<file path="src/rtl/iiitb_wm_input_cond.sv">
`timescale 1ns/1ps
`default_nettype none
// ============================================================================
// Module   : iiitb_wm_input_cond
// Purpose  : Input conditioning for the washing-machine FSM: sync/debounce of
//            door and start, start pulse, cycle/spin timers, door fault flag.
// Revision : 1.0 - initial release
// ============================================================================
module iiitb_wm_input_cond #(
   parameter int DEB_CYCLES  = 4,
   parameter int PRESCALE    = 1,
   parameter int CNT_W       = 16,
   parameter int CYCLE_TICKS = 10,
   parameter int SPIN_TICKS  = 6
) (
   input  logic clk,
   input  logic reset,
   input  logic door_close_raw,
   input  logic start_raw,
   input  logic motor_on,
   input  logic drain_value_on,
   input  logic door_lock,
   output logic door_close,
   output logic start,
   output logic cycle_timeout,
   output logic spin_timeout,
   output logic door_fault
);

   localparam int                c_DEB_W    = $clog2(DEB_CYCLES + 1);
   localparam logic [c_DEB_W-1:0] c_DEB_LAST = c_DEB_W'(DEB_CYCLES - 1);
   localparam logic [CNT_W-1:0]  c_PRE_LAST = CNT_W'(PRESCALE - 1);

   // Bit 0 = door channel, bit 1 = start channel.
   logic [1:0] w_raw;
   logic [1:0] r_sync1;
   logic [1:0] r_sync2;
   logic [1:0] w_deb;
   logic [1:0] w_flip;
   // Bit 0 = cycle timer (motor_on), bit 1 = spin timer (drain_value_on).
   logic [1:0] w_en;
   logic [1:0] w_to;
   logic       r_start;
   logic       r_fault;

   assign w_raw = {start_raw, door_close_raw};
   assign w_en  = {drain_value_on, motor_on};

   always_ff @(posedge clk or negedge reset) begin
      if (!reset) begin
         r_sync1 <= '0;
         r_sync2 <= '0;
      end else begin
         r_sync1 <= w_raw;
         r_sync2 <= r_sync1;
      end
   end

   for (genvar g = 0; g < 2; g++) begin : g_deb
      logic               r_level;
      logic [c_DEB_W-1:0] r_cnt;

      assign w_deb[g]  = r_level;
      assign w_flip[g] = (r_sync2[g] != r_level) && (r_cnt == c_DEB_LAST);

      always_ff @(posedge clk or negedge reset) begin
         if (!reset) begin
            r_level <= 1'b0;
            r_cnt   <= '0;
         end else if (r_sync2[g] != r_level) begin
            if (r_cnt == c_DEB_LAST) begin
               r_level <= ~r_level;
               r_cnt   <= '0;
            end else begin
               r_cnt <= r_cnt + 1'b1;
            end
         end else begin
            r_cnt <= '0;
         end
      end
   end

   for (genvar g = 0; g < 2; g++) begin : g_tmr
      localparam int               c_N        = (g == 0) ? CYCLE_TICKS : SPIN_TICKS;
      localparam logic [CNT_W-1:0] c_CNT_LAST = CNT_W'(c_N - 1);

      logic [CNT_W-1:0] r_pre;
      logic [CNT_W-1:0] r_cnt;
      logic             r_to;

      assign w_to[g] = r_to;

      // Once expired, everything freezes until the enable drops.
      always_ff @(posedge clk or negedge reset) begin
         if (!reset) begin
            r_pre <= '0;
            r_cnt <= '0;
            r_to  <= 1'b0;
         end else if (!w_en[g]) begin
            r_pre <= '0;
            r_cnt <= '0;
            r_to  <= 1'b0;
         end else if (!r_to) begin
            if (r_pre == c_PRE_LAST) begin
               r_pre <= '0;
               if (r_cnt == c_CNT_LAST) begin
                  r_to <= 1'b1;
               end else begin
                  r_cnt <= r_cnt + 1'b1;
               end
            end else begin
               r_pre <= r_pre + 1'b1;
            end
         end
      end
   end

   // Start pulse coincides with the debounced rise; a locked door drops it.
   always_ff @(posedge clk or negedge reset) begin
      if (!reset) begin
         r_start <= 1'b0;
         r_fault <= 1'b0;
      end else begin
         r_start <= w_flip[1] & ~w_deb[1] & ~door_lock;
         r_fault <= r_fault | (w_flip[0] & w_deb[0] & door_lock);
      end
   end

   assign door_close    = w_deb[0];
   assign start         = r_start;
   assign cycle_timeout = w_to[0];
   assign spin_timeout  = w_to[1];
   assign door_fault    = r_fault;

endmodule
`default_nettype wire

</file>
<file path="config.mk">
export PLATFORM = sky130hd
export DESIGN_NAME = iiitb_wm_input_cond
export DESIGN_NICKNAME = d
export VERILOG_FILES = /design/src/rtl/iiitb_wm_input_cond.sv
export SDC_FILE = /design/constraint.sdc
export NUM_CORES = 1
export LEC_CHECK = 0
export CELL_PAD_IN_SITES_DETAIL_PLACEMENT = 2
export CELL_PAD_IN_SITES_GLOBAL_PLACEMENT = 2
export CORE_MARGIN = 2
export CORE_UTILIZATION = 23
export CTS_BUF_LIST = sky130_fd_sc_hd__clkbuf_8 sky130_fd_sc_hd__clkbuf_16
export CTS_CLUSTER_DIAMETER = 200
export DETAILED_ROUTE_END_ITERATION = 7
export PLACE_DENSITY = 0.6
export SLEW_MARGIN = 20
export SYNTH_ARGS = -nofsm -noshare
export SYNTH_HDL_FRONTEND = slang
export SYNTH_SLANG_ARGS = --single-unit
export TNS_END_PERCENT = 10
</file>
<file path="constraint.sdc">
create_clock -name clk -period 2.3 [get_ports clk]
set_input_delay 0.46 -clock clk [delete_from_list [all_inputs] [get_ports clk]]
set_output_delay 0.46 -clock clk [all_outputs]
set_load 0.05 [all_outputs]
</file>
==> summary.md <==
| Metric | Value |
|---|---|
| Site row count | 50 |
| Cell area after layout | 5410 µm² |
| Ys async rst share | 1.00 |
| CTS clk-pin slew, worst paths | 0.07 ns |
| Worst skew pair latency | 0.35 ns |
| Vias in the first global route | 4144 |
| Area contributors post-synth | dfrtp_1 46%, nand2_1 3.5%, nand3_1 3.1% |
| Fin cells | 726 |
| Max frequency | 425 MHz |
| Starting DRT DRC Count | 93 |
| Num CTS Buffers | 9 |
| TritonCTS clock tree | done |
| Fin crit share | 1.02 |
| IO buf count | 11 |
| DR WL/cell | 17.5 µm |
| Vias per std cell | 5.14 |
| Final worst setup slack | -0.0502 ns |
| Residual DRC | 0 |
| Share of layout cells above drive strength 1 | 0.177 |
| Synth Flop Type | dfrtp_1 |
| LEAKAGE | 2.11 nW |
| Status | complete, but fails checks |
| Setup Skew | 0.00940 ns |
| GPL Wtd Cong | 0.731 |
| Worst path buffer plus inverter count | 1 |
| Worst Path Max Fanout | 7 |
| Crit Path Class | reg -> reg |
| Syn_nets | 460 |
| Flops & latches, synth | 80 |
| Syn. warnings | 0 |
| Yosys top cell by area | dfrtp_1 |
| Global route total overflow | 0 |
| Routed vias | 3731 |
| Worst Path Required | 2.58 ns |
| Initial core utilization | 0.233 |
| Slowest stage cell on the critical path | or4_4 |
| CP endpoint kind | flip-flop |
| HPWL Detailed | 8680 µm |
| Final Hold Viols | 5 |
| Worst slew pin tran | 0.536 ns |
| GRT Util Overall | 0.135 |
| Synth cell types | 53 |
| DP Area | 5000 µm² |
| Slew HR | 0.642 |
| Slowest Stage Delay on Critical Path | 0.53 ns |
| Post-CTS Setup Bufs | 0 |
| Min-delay worst type | in -> async |
| Core Area | 18600 µm² |
| I/O Pins | 12 |
| Crit path max-delay family | simple AND/OR/NAND/NOR gates |
| Max Transition Viols Final | 0 |
| Seq/Total Area, Yosys | 0.462 |
| Die height | 141 µm |
| Top-area cell type share of the netlist area | 0.462 |
| Cells along the critical path | inv_1 > ha_2 > or4b_4 > or4_4 > or4_4 > a21boi_2 |
| Peak supply drop | 0.337 mV |
| Period minus WS final | 2.35 ns |
| Cell with the most instances after synthesis | dfrtp_1 |
| Final setup fails | 5 |
| Max-cap viol count | 0 |
| Syn Inst Count | 443 |
| Drt total wl | 12700 µm |
| Initial antenna violation count | 0 |
| Hold WS | -0.00700 ns |
| H-tree levels | 3 |
| DR pass1 iterations | 4 |
| First-pass GRT wire length | 21600 µm |
| Final ANT Viol Nets | 0 |
| Worst setup SP type | flip-flop |
| Synth Cell Area | 4340 µm² |
| Area growth from synthesis to layout | 24.7% |
| CP dominant cell by count | or4_4 |
| Violated checks | hold timing, setup timing |
| Die area | 20000 µm² |
| Post-synth EDFFs | 0 |
| ANT cells | 0 |
| Die Width | 141 µm |
| Inst Count DP | 709 |
| Critical Path AT | 2.63 ns |
| Pin count of the biggest net entering global routing | 42 |
| Syn_area_per_cell | 9.79 µm² |
| Clock root buffer | clkbuf_16 |
| PD cells | 642 nW/µm² |
| RSZ-0062 raised after global routing | yes |
| Clock Sinks | 80 |
| Longest Clk Path Bufs | 2 |
| Final Net Count | 504 |
| Most frequent cells after synthesis | 80 x dfrtp_1, 40 x nand2_1, 27 x nand3_1 |
==> state kept, by name, indices dropped and copies added (netlist names) <==
| register | cells |
|---|---|
| door_close | 1 |
| r_sync1 | 2 |
| start | 1 |
| r_sync2 | 2 |
| g_tmr.r_cnt | 32 |
| door_fault | 1 |
| g_deb.r_level | 1 |
| spin_timeout | 1 |
| cycle_timeout | 1 |
| g_deb.r_cnt | 6 |
| g_tmr.r_pre | 32 |
==> placed cells by master, fill, tap and decap left out, types with 16 or more instances in the layout <==
cell type | synthesis | layout
nor2_1 | 20 | 20
buf_4 | 0 | 39
nand3b_1 | 17 | 17
nand3_1 | 27 | 27
nand4_1 | 21 | 21
dfrtp_1 | 80 | 79
nor4_1 | 19 | 18
inv_1 | 16 | 16
nand2_1 | 40 | 40
==> cell type report <==
cell class	count	area [µm²]
Clock buffer	9	225
Sequential cell	80	2000
Timing Repair Buffer	54	477
Fill cell	2050	13200
Inverter	16	60.1
Multi-Input combinational cell	326	2270
Tap cell	234	293
Clock inverter	7	83.8
==> path summary, 6_finish.rpt <==
check                             startpoint           endpoint  slack, ns  cells after the start
setup / recovery           g_tmr[1].r_pre[0]  g_tmr[1].r_cnt[8]      -0.05                      6
hold / removal                         reset  g_tmr[1].r_cnt[2]     -0.007                      1
setup reg to reg           g_tmr[1].r_pre[0]  g_tmr[1].r_cnt[8]      -0.05                      6
hold reg to reg                   r_sync1[1]         r_sync2[1]       0.36                      0
max in group asynchronous              reset  g_tmr[0].r_cnt[5]       1.68                      2
min in group clk                  r_sync1[1]         r_sync2[1]       0.36                      0
==> routing by layer <==
| metal | part of all wire | global-route usage | up-vias |
|---|---|---|---|
| li1 | - | - | 1764 |
| met1 | 0.46 | 0.170 | 1937 |
| met2 | 0.51 | 0.237 | 22 |
| met3 | 0.019 | 0.0304 | 8 |
| met4 | 0.0077 | 0.0258 | 0 |
| met5 | 0 | 0 | - |
==> cell families (layout without fill, tap and decap cells) <==
group	Yosys count	after routing	share of synthesized area
xor+xnor	19	19	0.0384
simple gates	213	214	0.288
buf+inv	38	86	0.0355
flops	80	80	0.462
mux	12	12	0.0283
compound gates	71	71	0.119
fa+ha+maj	10	10	0.0289
==> repair_timing <==
item	4_1_cts	5_1_grt
pin swaps	7	2
setup endpoints to repair	10	25
hold buffers	0	0
gates cloned	1	0
gates resized for setup	8	10
==> through the flow <==
step | setup WS [ns] | util | hold slack [ns] | TNS [ns] | power, W
floorplan | -0.0983 | - | 0.164 | -0.771 | 0.00180
global placement | -0.00635 | 0.269 | 0.334 | -0.00635 | 0.00193
detailed placement | -0.0841 | 0.269 | 0.343 | -0.393 | 0.00196
CTS | -0.143 | 0.288 | 0.00137 | -1.01 | 0.00354
global route | -0.155 | 0.291 | 0.00899 | -1.60 | 0.00363
finish | -0.0502 | 0.291 | -0.00700 | -0.117 | 0.00347
==> power breakdown <==
group	total, W	switching, W	leakage [nW]	internal, W
sequential	0.00154	0.0000572	1.09	0.00148
clock	0.00153	0.000664	0.149	0.000865
combinational	0.000405	0.000239	0.872	0.000166
(Power assumes the default switching activity.)
==> RTL change 1, RTL diff (config.mk and constraints unchanged) <==
`CNT_W`: 16 -> 24.
--- a/src/rtl/iiitb_wm_input_cond.sv
+++ b/src/rtl/iiitb_wm_input_cond.sv
@@ -9,7 +9,7 @@
 module iiitb_wm_input_cond #(
    parameter int DEB_CYCLES  = 4,
    parameter int PRESCALE    = 1,
-   parameter int CNT_W       = 16,
+   parameter int CNT_W       = 24,
    parameter int CYCLE_TICKS = 10,
    parameter int SPIN_TICKS  = 6
 ) (
Function: no difference found for any inputs over 10 cycles, from zero or initial values and one cycle with reset low; that may be too few to reach the edited logic, so the function may still have changed.
==> RTL change 1 against the unedited design <==
- the run ends with negative setup slack left
- via count rose by 35%
- synthesized cell count rose by 41%
- wire length up 36%
- global-route usage hardly changed
- area after synthesis increased by 38%
- largest cell class unchanged
- critical path type unchanged
- power up 19%
- fmax down 5.4%
- setup slack worse by 130 ps
- sequential cell count is 32 higher
- final area is 38% higher
- largest power group unchanged
- highest routed layer unchanged
- sequential share of layout area is 0.65 points higher
- utilization is 0.24 points lower
- count of clock-buffer cells in the layout grew 1
==> RTL change 1: results (changes against the unedited design) <==
| Metric | Value |
|---|---|
| Global-route wire length before repair | `29300 um (+36%)` |
| Top cells by count, synth | `dfrtp_1 (112), nor2_1 (61), nand2_1 (55)` |
| Critical path arrival | `2730 ps (+100 ps)` |
| Post-route setup slack | `-185 ps (-134 ps)` |
| Vias in the first global route | `5621 (+36%)` |
| Largest net degree at the start of global routing | `39 (-7.1%)` |
| Dpl cell area | `0.00703 mm2 (+41%)` |
| Final setup TNS | `-572 ps (-456 ps)` |
| Post-route insts no fill | `1040 (+43%)` |
| Total Nets Final | `718 (+42%)` |
| Total GRT Usage | `13.5% (about the same)` |
| Clock skew | `12.1 ps (+2.73 ps)` |
| Synth area leaders | `dfrtp_1 (47%), xnor2_1 (4.2%), nor2_1 (3.8%)` |
| Finish-stage setup viols | `7 (+2)` |
| Placed insts | `1024 (+44%)` |
| Layout cell share with drive strength beyond 1 | `18.3% (+0.61 points)` |
| WL per Instance | `16.6 um (-5.4%)` |
| Vias per Instance | `4.85 (-5.5%)` |
| Antenna violations before repair | `0 (unchanged)` |
| Pleak | `3.03 nW (+43%)` |
| Input/output buffers | `11 (unchanged)` |
| Gpl congestion | `0.774 (+5.9%)` |
| Failing checks | `negative setup slack` |
| Post-synthesis sequential area ratio | `46.9% (+0.71 points)` |
| Netlist cell types | `51 (-3.8%)` |
| Initial drt markers | `207 (+120%)` |
| Post-Syn Instances | `626 (+41%)` |
| Pre-CTS setup slack | `-246 ps (-162 ps)` |
| Reg-to-Reg Start | `g_tmr[1].r_pre[12]` |
| Slew margin rel. | `63.0% (-1.2 points)` |
| HPWL after DPL | `12900 um (+48%)` |
| Path depth of the worst reg2reg path | `5 (-1)` |
| Clk Latency, worst-skew pair | `360 ps` |
| R2R Path End | `g_tmr[1].r_cnt[19]` |
| Syn Nets | `643 (+40%)` |
| Largest registers | `g_tmr.r_cnt x48, g_tmr.r_pre x48, g_deb.r_cnt x6` |
| Run status | `complete, but fails checks` |
| Hold Worst Slack | `91.8 ps (+98.8 ps)` |
## RTL change 1: cell count changes in the layout (fill, tap and decap cells not counted), sizes merged, moves of 10 or more
cell,before,now
mux2,2,12
buf,45,78
nand3b,17,2
nand4,21,32
nand3,27,37
nand2,40,55
nor2,20,61
nor3,6,21
xnor2,5,29
dfrtp,80,112
and2,5,19
## RTL change 1: what timing repair did
| action | CTS | global route |
|---|---|---|
| hold buffers | 0 | 0 |
| endpoints found under the setup margin | 15 | 70 |
| pin swaps | 4 | 4 |
| setup buffers | 0 | 1 |
| resized for setup | 11 | 21 |
## RTL change 1: kinds of logic (layout without fill, tap and decap cells)
family / count (synthesis) / after routing / share of synthesized area (%)
AND/OR/NAND/NOR: 324 / 324 / 29.4
flip-flops: 112 / 112 / 46.9
multiplexers: 16 / 16 / 2.93
adder cells (fa/ha/maj): 10 / 10 / 2.09
XOR/XNOR: 46 / 46 / 6.74
buffers and inverters: 42 / 121 / 2.70
AO/OA/AOI/OAI: 76 / 76 / 9.23
## RTL change 1: cell type report
cell class / count / area [um2]
Fill cell: 2834 / 18300
Multi-Input combinational cell: 472 / 3110
Sequential cell: 112 / 2800
Timing Repair Buffer: 88 / 748
Tap cell: 335 / 419
Clock buffer: 10 / 239
Inverter: 18 / 67.6
Clock inverter: 5 / 50.0
## RTL change 1: worst max path at each step
stage / depth (start not counted) / start / slack (ps) / endpoint
global placement: 6 / drain_value_on / -160 / g_tmr[1].r_pre[20]
CTS: 5 / g_tmr[1].r_pre[12] / -180 / g_tmr[1].r_cnt[19]
finish: 5 / g_tmr[1].r_pre[12] / -180 / g_tmr[1].r_cnt[19]
floorplan: 5 / g_tmr[1].r_pre[11] / -190 / g_tmr[1].r_cnt[19]
global route: 5 / g_tmr[1].r_pre[12] / -230 / g_tmr[1].r_cnt[19]
detailed placement: 6 / g_tmr[1].r_pre[11] / -250 / g_tmr[1].r_cnt[3]
## RTL change 1: where the power goes
| part | internal (mW) | total, mW | switching (mW) |
|---|---|---|---|
| registers | 2.04 | 2.10 | 0.0643 |
| logic | 0.177 | 0.419 | 0.242 |
| clock network | 0.862 | 1.60 | 0.739 |
## RTL change 1: layer usage
metal / up-vias / share of wire (%) / GRT usage, %
met4: 0 / 0.92 / 3.68
met3: 8 / 1.5 / 1.72
li1: 2438 / - / -
met1: 2578 / 47 / 17.3
met2: 25 / 51 / 23.7
met5: - / 0 / 0
## RTL change 1: critical path: stages, from the launching register on
cell and delay, ps:
dfrtp_1 380, or4_4 550, or2_4 270, or3_4 360
or4_4 520, mux2_4 310
==> RTL change 2, RTL diff (same settings) <==
Made on the original files. Reset style: synchronous (`reset`), changed in 4 clocked blocks.
--- a/src/rtl/iiitb_wm_input_cond.sv
+++ b/src/rtl/iiitb_wm_input_cond.sv
@@ -46,7 +46,7 @@
    assign w_raw = {start_raw, door_close_raw};
    assign w_en  = {drain_value_on, motor_on};
 
-   always_ff @(posedge clk or negedge reset) begin
+   always_ff @(posedge clk) begin
       if (!reset) begin
          r_sync1 <= '0;
          r_sync2 <= '0;
@@ -63,7 +63,7 @@
       assign w_deb[g]  = r_level;
       assign w_flip[g] = (r_sync2[g] != r_level) && (r_cnt == c_DEB_LAST);
 
-      always_ff @(posedge clk or negedge reset) begin
+      always_ff @(posedge clk) begin
          if (!reset) begin
             r_level <= 1'b0;
             r_cnt   <= '0;
@@ -91,7 +91,7 @@
       assign w_to[g] = r_to;
 
       // Once expired, everything freezes until the enable drops.
-      always_ff @(posedge clk or negedge reset) begin
+      always_ff @(posedge clk) begin
          if (!reset) begin
             r_pre <= '0;
             r_cnt <= '0;
@@ -116,7 +116,7 @@
    end
 
    // Start pulse coincides with the debounced rise; a locked door drops it.
-   always_ff @(posedge clk or negedge reset) begin
+   always_ff @(posedge clk) begin
       if (!reset) begin
          r_start <= 1'b0;
          r_fault <= 1'b0;
Check against the original RTL: differs if reset is asserted again (counterexample within 10 cycles, from zero or initial values and one cycle with reset low); with reset held inactive, the same outputs for 10 cycles.
==> RTL change 2 against the unedited design <==
- via count fell by 12%
- sequential share of layout area decreased by 2.5 points
- sequential cell count did not move
- final cell count down 6.6%
- setup slack better by 190 ps
- count of clock-buffer cells in the layout up 2
- critical path type is now reg -> out
- wire length fell by 21%
- hold slack improved by 430 ps
- area after synthesis shrank 11%
- final area is 14% lower
Power is not compared: it rests on default switching activity, and its combinational part moved more than twofold at a synthesized area within 25%.
==> RTL change 2: results (changes against the unedited design) <==
| Metric | Value |
|---|---|
| Slew margin rel. | `58.7% (-5.4 points)` |
| Crit-path slowest cell | `clkdlybuf4s50_1` |
| Gpl congestion | `0.725 (-0.83%)` |
| Post-synthesis mux area share | `2.59% (-0.24 points)` |
| Post-cts resize count | `1 (-7)` |
| WL per Instance | `14.8 um (-16%)` |
| Vias | `3295 (-12%)` |
| Clock skew | `3.65 ps (-5.75 ps)` |
| Layout cell share with drive strength beyond 1 | `7.64% (-10 points)` |
| Sw Pwr | `611 uW` |
| Post-route insts no fill | `678 (-6.6%)` |
| Post-synthesis average cell area | `8.83 um2 (-9.7%)` |
| Netlist cell types | `45 (-15%)` |
| Crit path max fanout | `6 (-1)` |
| Total GRT Usage | `12.2% (-1.3 points)` |
| M3 GR Usage | `3.88% (+0.84 points)` |
| Top cells by count, synth | `dfxtp_1 (80), nor2_1 (42), nand2_1 (33)` |
| Dpl cell area | `0.00428 mm2 (-14%)` |
| Path depth of the worst reg2reg path | `4 (-2)` |
| HPWL after DPL | `7090 um (-18%)` |
| Run status | `finished clean` |
| Initial drt markers | `99 (+6.5%)` |
| GR Util met2 | `21.0% (-2.7 points)` |
| Compound-Gate Fraction of Synth Area | `10.2% (-1.7 points)` |
| Post-Synth XOR/XNOR Area | `6.79% (+3.0 points)` |
| Family with the most delay on the worst path | `buffers and inverters` |
| R2R setup slack | `140 ps (+190 ps)` |
| P_int | `2.53 mW` |
| Post-synthesis sequential area ratio | `41.4% (-4.8 points)` |
| Worst stage delay on the critical path | `810 ps (+280 ps)` |
| Filler cells | `1896 (-7.5%)` |
| Total Nets Final | `474 (-6.0%)` |
| Reg-to-Reg Start | `g_tmr[0].r_pre[6]` |
| Asr flop ratio synth | `0% (-100 points)` |
| Met1 Use GR | `14.3% (-2.8 points)` |
| Placed insts | `664 (-6.3%)` |
| HP Class | `reg -> reg` |
| Adder-cell share of the synthesized area | `3.88% (+0.99 points)` |
| Global-route wire length before repair | `17300 um (-20%)` |
| Hold Worst Slack | `422 ps (+429 ps)` |
| Vias in the first global route | `3528 (-15%)` |
| Final setup TNS | `0 ps (+117 ps)` |
| Synth area leaders | `dfxtp_1 (41%), xnor2_1 (5.0%), nor2_1 (4.1%)` |
| Pre-CTS setup slack | `18.5 ps (+103 ps)` |
| Largest net degree at the start of global routing | `27 (-36%)` |
| Largest power group | `the clock network` |
| Critical path arrival | `1700 ps (-930 ps)` |
| Top FF cell, synth | `dfxtp_1` |
## RTL change 2: final cells by class
cell class	count	area, um2	share of cell area [%]
clock inverters	3	90.1	1.94
inverters	20	75.1	1.62
repair buffers	25	226	4.88
well taps	220	275	5.93
flip-flops and latches	80	1600	34.5
clock buffers	11	253	5.45
multi-input cells	319	2120	45.6
## RTL change 2: how the worst max path moves through the flow
stage / from / to / slack (ps) / depth (start not counted)
final: spin_timeout / spin_timeout / 140 / 2
after global routing: g_tmr[0].r_pre[6] / g_tmr[0].r_cnt[8] / 20 / 4
after CTS: g_tmr[0].r_pre[6] / g_tmr[0].r_cnt[8] / 10 / 4
after detailed placement: g_tmr[0].r_pre[6] / g_tmr[0].r_cnt[8] / 20 / 4
after global placement: g_tmr[0].r_pre[6] / g_tmr[0].r_cnt[12] / 90 / 4
after floorplan: cycle_timeout / g_tmr[0].r_cnt[4] / 150 / 6
## RTL change 2: layer usage
layer,share of wire [%],vias up
li1,-,1628
met1,46,1645
met2,50,12
met3,2.6,10
met4,1.3,0
met5,0,-
